$ cat src/rtl/ring_rotator_pkg.sv
// ring_rotator shared definitions: FSM state encoding, rotation direction
// constants and default geometry. Imported by the interface, ring_ctrl and
// ring_rotator.
package ring_pkg;

   localparam int DEF_WIDTH = 8;
   localparam int DEF_DEPTH = 4;

   typedef enum logic [1:0] {
      IDLE   = 2'd0,
      ROTATE = 2'd1,
      DONE   = 2'd2
   } state_t;

   // Direction of a single step: DOWN moves data toward index 0,
   // UP moves data toward index DEPTH-1.
   localparam logic DIR_DOWN = 1'b0;
   localparam logic DIR_UP   = 1'b1;

endpackage : ring_pkg

$ cat src/rtl/ring_rotator_if.sv
// ring_rotator bus: parallel load, start/amount/dir request and the
// busy/done/ring contents returned by the rotator.
interface ring_rotator_if
   import ring_pkg::*;
#(
   parameter int WIDTH = DEF_WIDTH,
   parameter int DEPTH = DEF_DEPTH,
   parameter int AMT_W = $clog2(DEPTH) + 1
) ();

   logic                   load;
   logic [WIDTH*DEPTH-1:0] load_data;
   logic                   start;
   logic [AMT_W-1:0]       amount;
   logic                   dir;
   logic                   busy;
   logic                   done;
   logic [WIDTH*DEPTH-1:0] ring_data;
   logic [WIDTH-1:0]       head;

   // Control path side: issues requests, observes status and contents.
   modport master (
      output load, load_data, start, amount, dir,
      input  busy, done, ring_data, head
   );

   // Rotator side.
   modport slave (
      input  load, load_data, start, amount, dir,
      output busy, done, ring_data, head
   );

endinterface : ring_rotator_if

$ cat src/rtl/ring_rotator_ctrl.sv
// ring_ctrl: IDLE/ROTATE/DONE sequencer for ring_rotator. Holds the step
// counter and latched direction, and tells the datapath when to load and
// when to take one rotation step.
// Build option RING_DIR_EN: when defined the dir request is latched;
// otherwise every rotation is toward index 0.
module ring_ctrl
   import ring_pkg::*;
#(
   parameter int AMT_W = 3
) (
   input  logic             clk,
   input  logic             rst,
   input  logic             load,
   input  logic             start,
   input  logic [AMT_W-1:0] amount,
   input  logic             dir,
   output logic             load_en,
   output logic             step,
   output logic             step_dir,
   output logic             busy,
   output logic             done
);

   state_t           state_r;
   logic [AMT_W-1:0] cnt_r;
   logic             dir_q_r;
   logic             busy_r;
   logic             done_r;

`ifndef RING_DIR_EN
   // dir is accepted on the port but has no effect in this build.
   logic unused_dir_s;
   assign unused_dir_s = dir;
`endif

   // Sequencer: state, step count, direction and registered status flags.
   always_ff @(posedge clk) begin
      if (rst) begin
         state_r <= IDLE;
         cnt_r   <= '0;
         dir_q_r <= DIR_DOWN;
         busy_r  <= 1'b0;
         done_r  <= 1'b0;
      end else begin
         case (state_r)
            IDLE: begin
               if (load) begin
                  // Load takes priority; a simultaneous start is dropped.
                  busy_r <= 1'b0;
                  done_r <= 1'b0;
               end else if (start) begin
                  cnt_r  <= amount;
`ifdef RING_DIR_EN
                  dir_q_r <= dir;
`else
                  dir_q_r <= DIR_DOWN;
`endif
                  busy_r <= 1'b1;
                  if (amount != '0) begin
                     state_r <= ROTATE;
                     done_r  <= 1'b0;
                  end else begin
                     state_r <= DONE;
                     done_r  <= 1'b1;
                  end
               end else begin
                  busy_r <= 1'b0;
                  done_r <= 1'b0;
               end
            end
            ROTATE: begin
               cnt_r  <= cnt_r - AMT_W'(1);
               busy_r <= 1'b1;
               if (cnt_r == AMT_W'(1)) begin
                  state_r <= DONE;
                  done_r  <= 1'b1;
               end else begin
                  done_r  <= 1'b0;
               end
            end
            DONE: begin
               state_r <= IDLE;
               busy_r  <= 1'b0;
               done_r  <= 1'b0;
            end
            default: begin
               state_r <= IDLE;
               cnt_r   <= '0;
               busy_r  <= 1'b0;
               done_r  <= 1'b0;
            end
         endcase
      end
   end

   assign load_en  = (state_r == IDLE) && load;
   assign step     = (state_r == ROTATE);
   assign step_dir = dir_q_r;
   assign busy     = busy_r;
   assign done     = done_r;

endmodule : ring_ctrl

$ cat src/rtl/ring_rotator.sv
// ring_rotator: DEPTH registered stages of WIDTH bits that rotate one stage
// per clock under a start/busy/done handshake, with parallel load.
// Build option RING_DIR_EN: when defined, dir selects rotation toward
// index 0 or toward index DEPTH-1; otherwise only toward index 0 is built.
module ring_rotator
   import ring_pkg::*;
#(
   parameter int WIDTH = DEF_WIDTH,
   parameter int DEPTH = DEF_DEPTH,
   parameter int AMT_W = $clog2(DEPTH) + 1
) (
   input  logic          clk,
   input  logic          rst,
   ring_rotator_if.slave bus
);

   logic [DEPTH-1:0][WIDTH-1:0] stage_r;
   logic [DEPTH-1:0][WIDTH-1:0] stage_next_s;
   logic [DEPTH-1:0][WIDTH-1:0] rot_down_s;
   logic                        load_en_s;
   logic                        step_s;
   logic                        step_dir_s;

   ring_ctrl #(
      .AMT_W (AMT_W)
   ) u_ctrl (
      .clk      (clk),
      .rst      (rst),
      .load     (bus.load),
      .start    (bus.start),
      .amount   (bus.amount),
      .dir      (bus.dir),
      .load_en  (load_en_s),
      .step     (step_s),
      .step_dir (step_dir_s),
      .busy     (bus.busy),
      .done     (bus.done)
   );

   // Down step: stage[i] takes stage[i+1], the top stage wraps from stage 0.
   assign rot_down_s = {stage_r[0], stage_r[DEPTH-1:1]};

`ifdef RING_DIR_EN
   logic [DEPTH-1:0][WIDTH-1:0] rot_up_s;
   // Up step: stage[i] takes stage[i-1], stage 0 wraps from the top stage.
   assign rot_up_s = {stage_r[DEPTH-2:0], stage_r[DEPTH-1]};

   // Next ring contents: load, one step in the latched direction, or hold.
   always_comb begin
      stage_next_s = stage_r;
      if (load_en_s) begin
         stage_next_s = bus.load_data;
      end else if (step_s) begin
         if (step_dir_s == DIR_UP) begin
            stage_next_s = rot_up_s;
         end else begin
            stage_next_s = rot_down_s;
         end
      end else begin
         stage_next_s = stage_r;
      end
   end
`else
   logic unused_step_dir_s;
   assign unused_step_dir_s = step_dir_s;

   // Next ring contents: load, one step toward index 0, or hold.
   always_comb begin
      stage_next_s = stage_r;
      if (load_en_s) begin
         stage_next_s = bus.load_data;
      end else if (step_s) begin
         stage_next_s = rot_down_s;
      end else begin
         stage_next_s = stage_r;
      end
   end
`endif

   // Stage registers, cleared by reset.
   always_ff @(posedge clk) begin
      if (rst) begin
         stage_r <= '0;
      end else begin
         stage_r <= stage_next_s;
      end
   end

   assign bus.ring_data = stage_r;
   assign bus.head      = stage_r[0];

endmodule : ring_rotator

$ cat src/flat_wrapper.sv
// flat-port wrapper written by rule: the top's interface ports become plain ports
module ring_rotator_flat import ring_pkg::*;
#(
   parameter int WIDTH = DEF_WIDTH,
   parameter int DEPTH = DEF_DEPTH,
   parameter int AMT_W = $clog2(DEPTH) + 1
)
  (clk, rst, bus_load, bus_load_data, bus_start, bus_amount, bus_dir, bus_busy, bus_done, bus_ring_data, bus_head);
  ring_rotator_if #(.WIDTH(WIDTH), .DEPTH(DEPTH), .AMT_W(AMT_W)) bus_i ();
  input  logic clk;
  input  logic rst;
  input wire logic [$bits(bus_i.load)-1:0] bus_load;
  input wire logic [$bits(bus_i.load_data)-1:0] bus_load_data;
  input wire logic [$bits(bus_i.start)-1:0] bus_start;
  input wire logic [$bits(bus_i.amount)-1:0] bus_amount;
  input wire logic [$bits(bus_i.dir)-1:0] bus_dir;
  output wire logic [$bits(bus_i.busy)-1:0] bus_busy;
  output wire logic [$bits(bus_i.done)-1:0] bus_done;
  output wire logic [$bits(bus_i.ring_data)-1:0] bus_ring_data;
  output wire logic [$bits(bus_i.head)-1:0] bus_head;
  assign bus_i.load = bus_load;
  assign bus_i.load_data = bus_load_data;
  assign bus_i.start = bus_start;
  assign bus_i.amount = bus_amount;
  assign bus_i.dir = bus_dir;
  assign bus_busy = bus_i.busy;
  assign bus_done = bus_i.done;
  assign bus_ring_data = bus_i.ring_data;
  assign bus_head = bus_i.head;
  ring_rotator #(.WIDTH(WIDTH), .DEPTH(DEPTH), .AMT_W(AMT_W)) u_core (.clk(clk), .rst(rst), .bus(bus_i));
endmodule
$ cat config.mk
export PLATFORM = sky130hd
export DESIGN_NAME = ring_rotator_flat
export DESIGN_NICKNAME = d
export VERILOG_FILES = /design/src/rtl/ring_rotator_pkg.sv /design/src/rtl/ring_rotator_if.sv /design/src/rtl/ring_rotator_ctrl.sv /design/src/rtl/ring_rotator.sv /design/src/flat_wrapper.sv
export SDC_FILE = /design/constraint.sdc
export NUM_CORES = 1
export LEC_CHECK = 0
export CAP_MARGIN = 20
export CORE_MARGIN = 2
export CORE_UTILIZATION = 46
export DETAILED_ROUTE_END_ITERATION = 12
export HOLD_SLACK_MARGIN = 0.15
export PLACE_DENSITY = 0.85
export RECOVER_POWER = 25
export SYNTH_ARGS = -nofsm -noshare
export SYNTH_HDL_FRONTEND = slang
export SYNTH_SLANG_ARGS = --single-unit
$ cat constraint.sdc
create_clock -name clk -period 2.2 [get_ports clk]
set_input_delay 0.44 -clock clk [delete_from_list [all_inputs] [get_ports clk]]
set_output_delay 0.44 -clock clk [all_outputs]
set_load 0.005 [all_outputs]
==> results of run 1 <==
[cell type report]
cell class	instances	share of cell area, %
clock inverters	2	2.12
well taps	50	2.21
flip-flops and latches	39	27.6
multi-input cells	159	34.9
inverters	4	0.531
repair buffers	85	30.1
clock buffers	6	2.57
[synthesized netlist by cell type, drive strengths merged]
library cell  instances  area [um2]
nor2                 56         210
dfxtp                39         781
a211oi               26         195
buf                  21         148
nand2                20        75.1
o2bb2ai              20         175
a311oi                9         135
clkbuf                8        30.0
o22ai                 6        37.5
inv                   4        15.0
nor2b                 3        18.8
nor3                  3        15.0
or3b                  3        26.3
a21oi                 2        10.0
ha                    2        25.0
nand2b                2        12.5
nor3b                 2        15.0
nor4                  2        12.5
o21ai                 1        5.00
o21ba                 1        10.0
xor2                  1        8.76
[power by group through the flow]
stage          Sequential [mW]  Clock, mW  Combinational, mW
3_5_place_dp             0.873          0              0.516
3_3_place_gp             0.871          0              0.505
4_1_cts                  0.859      0.712              0.518
5_1_grt                  0.869      0.737              0.554
2_1_floorplan            0.855          0              0.275
6_report                 0.858      0.702              0.505
[metrics by stage]
| stage | instance area, um2 | utilization, % |
|---|---|---|
| detailed placement | 2700 | 66.5 |
| CTS | 2830 | 69.7 |
| floorplan | 1960 | - |
| global placement | 2700 | 66.5 |
| global route | 2830 | 69.7 |
| finish | 2830 | 69.7 |
[cell families after synthesis]
logic type | count (synthesis) | share of synthesized area (%)
AOI/OAI and AO/OA | 65 | 29.0
and+or+nand+nor | 91 | 19.7
adders and majority gates | 2 | 1.28
xor gates and xnor gates | 1 | 0.447
DFF | 39 | 39.8
buffers and inverters | 33 | 9.83
[registers in the layout, indices dropped and copies added (netlist names)]
signal and flops:
u_core.bus.head 8, u_core.bus.ring_data 24, u_core.u_ctrl.busy 1, u_core.u_ctrl.cnt_r 3, u_core.u_ctrl.done 1, u_core.u_ctrl.state_r 2
[critical path: stages, from the launching register on]
cell and delay [ns]:
dfxtp_1 0.62, nor2b_1 0.63, nand2_1 0.15, a311oi_2 0.30
[routing by layer]
| metal | GRT usage (%) | vias up | routed length [um] |
|---|---|---|---|
| met1 | 29.2 | 898 | 2310 |
| met3 | 7.56 | 7 | 393 |
| met5 | 0 | - | 0 |
| met2 | 35.9 | 67 | 2490 |
| li1 | - | 944 | - |
| met4 | 5.88 | 0 | 71 |
[final timing paths]
path                            startpoint                       end  slack [ns]  cells past startpoint
setup / recovery  u_core.u_ctrl.state_r[0]  u_core.bus.ring_data[24]        0.41                      3
hold / removal      u_core.u_ctrl.cnt_r[1]    u_core.u_ctrl.cnt_r[1]        0.48                      2
setup reg to reg  u_core.u_ctrl.state_r[0]  u_core.bus.ring_data[24]        0.41                      3
hold reg to reg     u_core.u_ctrl.cnt_r[1]    u_core.u_ctrl.cnt_r[1]        0.48                      2
==> flow_summary.json, run 1 <==
{
  "maxCapViolations": 0,
  "p_int_mw": 1.53,
  "ys_seq_elements": 39,
  "peakVddDrop_mv": 0.425,
  "cts_made_buffers": 5,
  "timing.final.hold_violations": 0,
  "fill_cells": 331,
  "cts_sinks": 39,
  "yosysWarnings": 0,
  "fin_nets": 336,
  "worstPathArrival_ns": 1.99,
  "avgViaCountPerCell": 5.55,
  "p_sw_mw": 0.535,
  "tritoncts": "done",
  "drive_above_1_share_pct": 8.14,
  "crit_fanout": 14,
  "dp_hpwl_um": 3710,
  "area_delta_synth_final_pct": 44.3,
  "drt_iter0_markers": 90,
  "fmax_mhz": 558,
  "relSlewSlack_pct": 51.6,
  "num_rows": 23,
  "power_leakage_nw": 1.05,
  "cellPowerDensity_nw_per_um2": 730,
  "grt_max_degree": 40,
  "antenna_cells": 0,
  "clkTransAtPathRegs_ns": 0.07,
  "gp_congestion": 0.800,
  "slew_violations": 0,
  "clock_skew_ns": 0.00241,
  "track_usage_pct": 22.5,
  "firstDrtPassIters": 4,
  "cts_buffer_depth": 2,
  "grt_first_pass_wirelength_um": 8870,
  "multi_input_area_um2": 987,
  "fin_cells": 345,
  "worstPathRequired_ns": 2.40,
  "whs_ns": 0.477,
  "dp.cells": 337,
  "drc": 0,
  "globalRoute.totalOverflow": 0,
  "synth_cells": 231,
  "path_class": "reg2reg",
  "mostFrequentLayoutCells": "clkdlybuf4s50_1 (66), nor2_1 (56), dfxtp_1 (39)",
  "cts_resized": 0,
  "routed_wl_um": 5270,
  "start_util_pct": 48.3,
  "syn-num-nets": 273,
  "place_ws_ns": 0.195,
  "setup_viol": 0,
  "seq_area_um2": 781,
  "grt_pass1_vias": 1790,
  "synthDistinctLibCells": 27,
  "portBuffers": 80,
  "worstSetupStartpointType": "flop",
  "wl_per_cell_um": 15.3,
  "tns_ns": 0,
  "die_h_um": 69.3,
  "dieArea_um2": 4800,
  "finalCritPeriodShare_pct": 81.5,
  "ys_seq_area_share_pct": 39.8,
  "dr_total_vias": 1916,
  "htree_levels": 2,
  "worst_slew_pin_slew_ns": 0.726,
  "finalCriticalPeriod_ns": 1.79,
  "drtAntennaViolNets": 0,
  "setup_slack_ns": 0.407,
  "end_kind": "flop",
  "cts_setup_buffers": 0,
  "clock_latency_ns": 0.29,
  "fin_total_pwr_mw": 2.06,
  "outcome": "completed",
  "ioPinCount": 82,
  "p_clk_share_pct": 34.0,
  "combPwrFrac_pct": 24.5,
  "rsz0062_at_grt": "no",
  "netlist_area_um2": 1960,
  "syn_area_per_cell_um2": 8.49,
  "sw_frac_of_total_pct": 25.9,
  "pwr-share-seq_pct": 41.6,
  "coreArea_um2": 4060,
  "fp.dieW_um": 69.3,
  "hold_path.class": "reg2reg",
  "layout_commonest_cell": "clkdlybuf4s50_1",
  "cts.hold.buffers_added": 0,
  "grt_antenna_before_repair": 0,
  "cts-root-buf": "clkbuf_8"
}
Note: power is estimated with default switching activity, not from simulation.
==> run 2: changes to the inputs <==
--- a/config.mk
+++ b/config.mk
@@ -7,10 +7,10 @@
 export LEC_CHECK = 0
 export CAP_MARGIN = 20
 export CORE_MARGIN = 2
-export CORE_UTILIZATION = 46
+export CORE_UTILIZATION = 38
 export DETAILED_ROUTE_END_ITERATION = 12
 export HOLD_SLACK_MARGIN = 0.15
-export PLACE_DENSITY = 0.85
+export PLACE_DENSITY = 0.75
 export RECOVER_POWER = 25
 export SYNTH_ARGS = -nofsm -noshare
 export SYNTH_HDL_FRONTEND = slang
==> constraint.sdc (replaced) <==
create_clock -name clk -period 1.49 [get_ports clk]
set_input_delay 0.298 -clock clk [delete_from_list [all_inputs] [get_ports clk]]
set_output_delay 0.298 -clock clk [all_outputs]
set_load 0.005 [all_outputs]
==> flow_summary.json, run 2 (same netlist as run 1, synthesis figures left out) <==
{
  "area_delta_synth_final_pct": 54.2,
  "setup_slack_ns": 0.0306,
  "drtAntennaViolNets": 0,
  "drt_iter0_markers": 89,
  "grt_first_pass_wirelength_um": 8390,
  "worstPathRequired_ns": 1.19,
  "fmax_mhz": 685,
  "wl_per_cell_um": 14.5,
  "maxCapViolations": 0,
  "largest_reg_flops": 24,
  "drive_above_1_share_pct": 20.8,
  "worstSetupStartpointType": "flop",
  "outcome": "completed",
  "die_h_um": 75.8,
  "clkTransAtPathRegs_ns": 0.07,
  "grt_antenna_before_repair": 0,
  "portBuffers": 80,
  "layout_commonest_cell": "clkdlybuf4s50_1",
  "dr_total_vias": 1970,
  "fin_total_pwr_mw": 2.83,
  "peakVddDrop_mv": 0.501,
  "grt_pass1_vias": 1745,
  "grt_max_degree": 30,
  "hold_path.class": "reg2reg",
  "tritoncts": "done",
  "crit_chain": "clkdlybuf4s50_1",
  "mostFrequentLayoutCells": "clkdlybuf4s50_1 (62), nor2_1 (56), a211oi_1 (26)",
  "worst_slew_pin_slew_ns": 0.716,
  "clock_latency_ns": 0.29,
  "critPathTopFamily": "buffers and inverters",
  "ioPinCount": 82,
  "cellPowerDensity_nw_per_um2": 934,
  "globalRoute.totalOverflow": 0,
  "clock_skew_ns": 0.00405,
  "end_kind": "primary output",
  "dp_hpwl_um": 3940,
  "cp_num_buf_inv": 1,
  "dpl_cell_area_um2": 2810,
  "path_class": "reg2out",
  "cts-root-buf": "clkbuf_8",
  "routed_wl_um": 5530,
  "coreArea_um2": 5040,
  "slowest_stage": "clkdlybuf4s50_1",
  "fin_nets": 354,
  "htree_levels": 2,
  "avgViaCountPerCell": 5.16,
  "whs_ns": 0.479,
  "firstDrtPassIters": 4,
  "worstPathArrival_ns": 1.16,
  "timing.final.hold_violations": 0,
  "setup_viol": 0,
  "gp_congestion": 0.839,
  "start_util_pct": 38.9,
  "cts_sinks": 39,
  "place_ws_ns": -0.240,
  "finalCriticalPeriod_ns": 1.46,
  "cts_buffer_depth": 2,
  "slew_violations": 0,
  "power_leakage_nw": 1.23,
  "cts_made_buffers": 5,
  "dieArea_um2": 5750,
  "track_usage_pct": 19.4,
  "drc": 0,
  "fin_util_pct": 60.0,
  "fin_area_um2": 3020,
  "finalCritPeriodShare_pct": 97.9,
  "cp_slowest_stage_delay_ns": 0.50,
  "num_rows": 26,
  "fp.dieW_um": 75.8,
  "relSlewSlack_pct": 52.2,
  "crit_fanout": 3,
  "antenna_cells": 0
}
-- run 2: cell types whose count changed in the layout (fill, tap and decap cells not counted), sizes merged --
| cell | delta |
|---|---|
| dlygate4sd3 | -14 |
| buf | +18 |
| bufinv | -2 |
| dlymetal6s2s | +8 |
| dlygate4sd2 | +1 |
| clkdlybuf4s50 | -4 |
| clkdlybuf4s25 | +9 |
| clkinv | +1 |
-- run 2: where the power goes --
part | internal [mW] | leakage (nW) | switching, mW
Clock | 0.363 | 0.0470 | 0.361
Sequential | 1.17 | 0.330 | 0.0967
Combinational | 0.495 | 0.850 | 0.342
-- run 2: final cells by class --
type | count | area, um2
Clock buffer | 6 | 82.6
Clock inverter | 1 | 5.00
Fill cell | 470 | 2020
Inverter | 4 | 15.0
Multi-Input combinational cell | 159 | 990
Sequential cell | 39 | 811
Tap cell | 70 | 87.6
Timing Repair Buffer | 103 | 1030
-- run 2: final timing paths --
kind	startpoint	end	slack [ns]	cells after the start
worst max-delay path	u_core.bus.ring_data[24]	bus_ring_data[24]	0.03	1
worst min-delay path	u_core.u_ctrl.cnt_r[1]	u_core.u_ctrl.cnt_r[1]	0.48	2
worst max register to register	u_core.u_ctrl.state_r[0]	u_core.bus.ring_data[20]	0.09	5
worst min register to register	u_core.u_ctrl.cnt_r[1]	u_core.u_ctrl.cnt_r[1]	0.48	2
-- run 2: stage by stage --
| stage | instances | TNS [ns] |
|---|---|---|
| global route | 382 | -0.0554 |
| detailed placement | 366 | -5.41 |
| floorplan | 231 | 0 |
| global placement | 366 | -4.69 |
| CTS | 373 | 0 |
| finish | 382 | 0 |
-- run 2: what timing repair did --
item | CTS | global route
cloned | 0 | 0
hold buffers | 0 | 0
setup buffers | 0 | 9
gates resized for setup | 22 | 30
endpoints found under the setup margin | 27 | 35
-- run 2: routing by layer --
metal / GRT usage (%) / share of wire, % / vias to the layer above
li1: - / - / 979
met5: 0 / 0 / -
met3: 4.37 / 7.4 / 6
met4: 6.43 / 1.2 / 0
met2: 28.5 / 46 / 75
met1: 28.0 / 46 / 910
-- run 2: worst reg2reg max path: cells and delay by family (launching register included) --
family                 cells  cell delay (ns)
DFF                        1             0.44
buffers and inverters      3             0.55
AOI/OAI and AO/OA          2             0.27
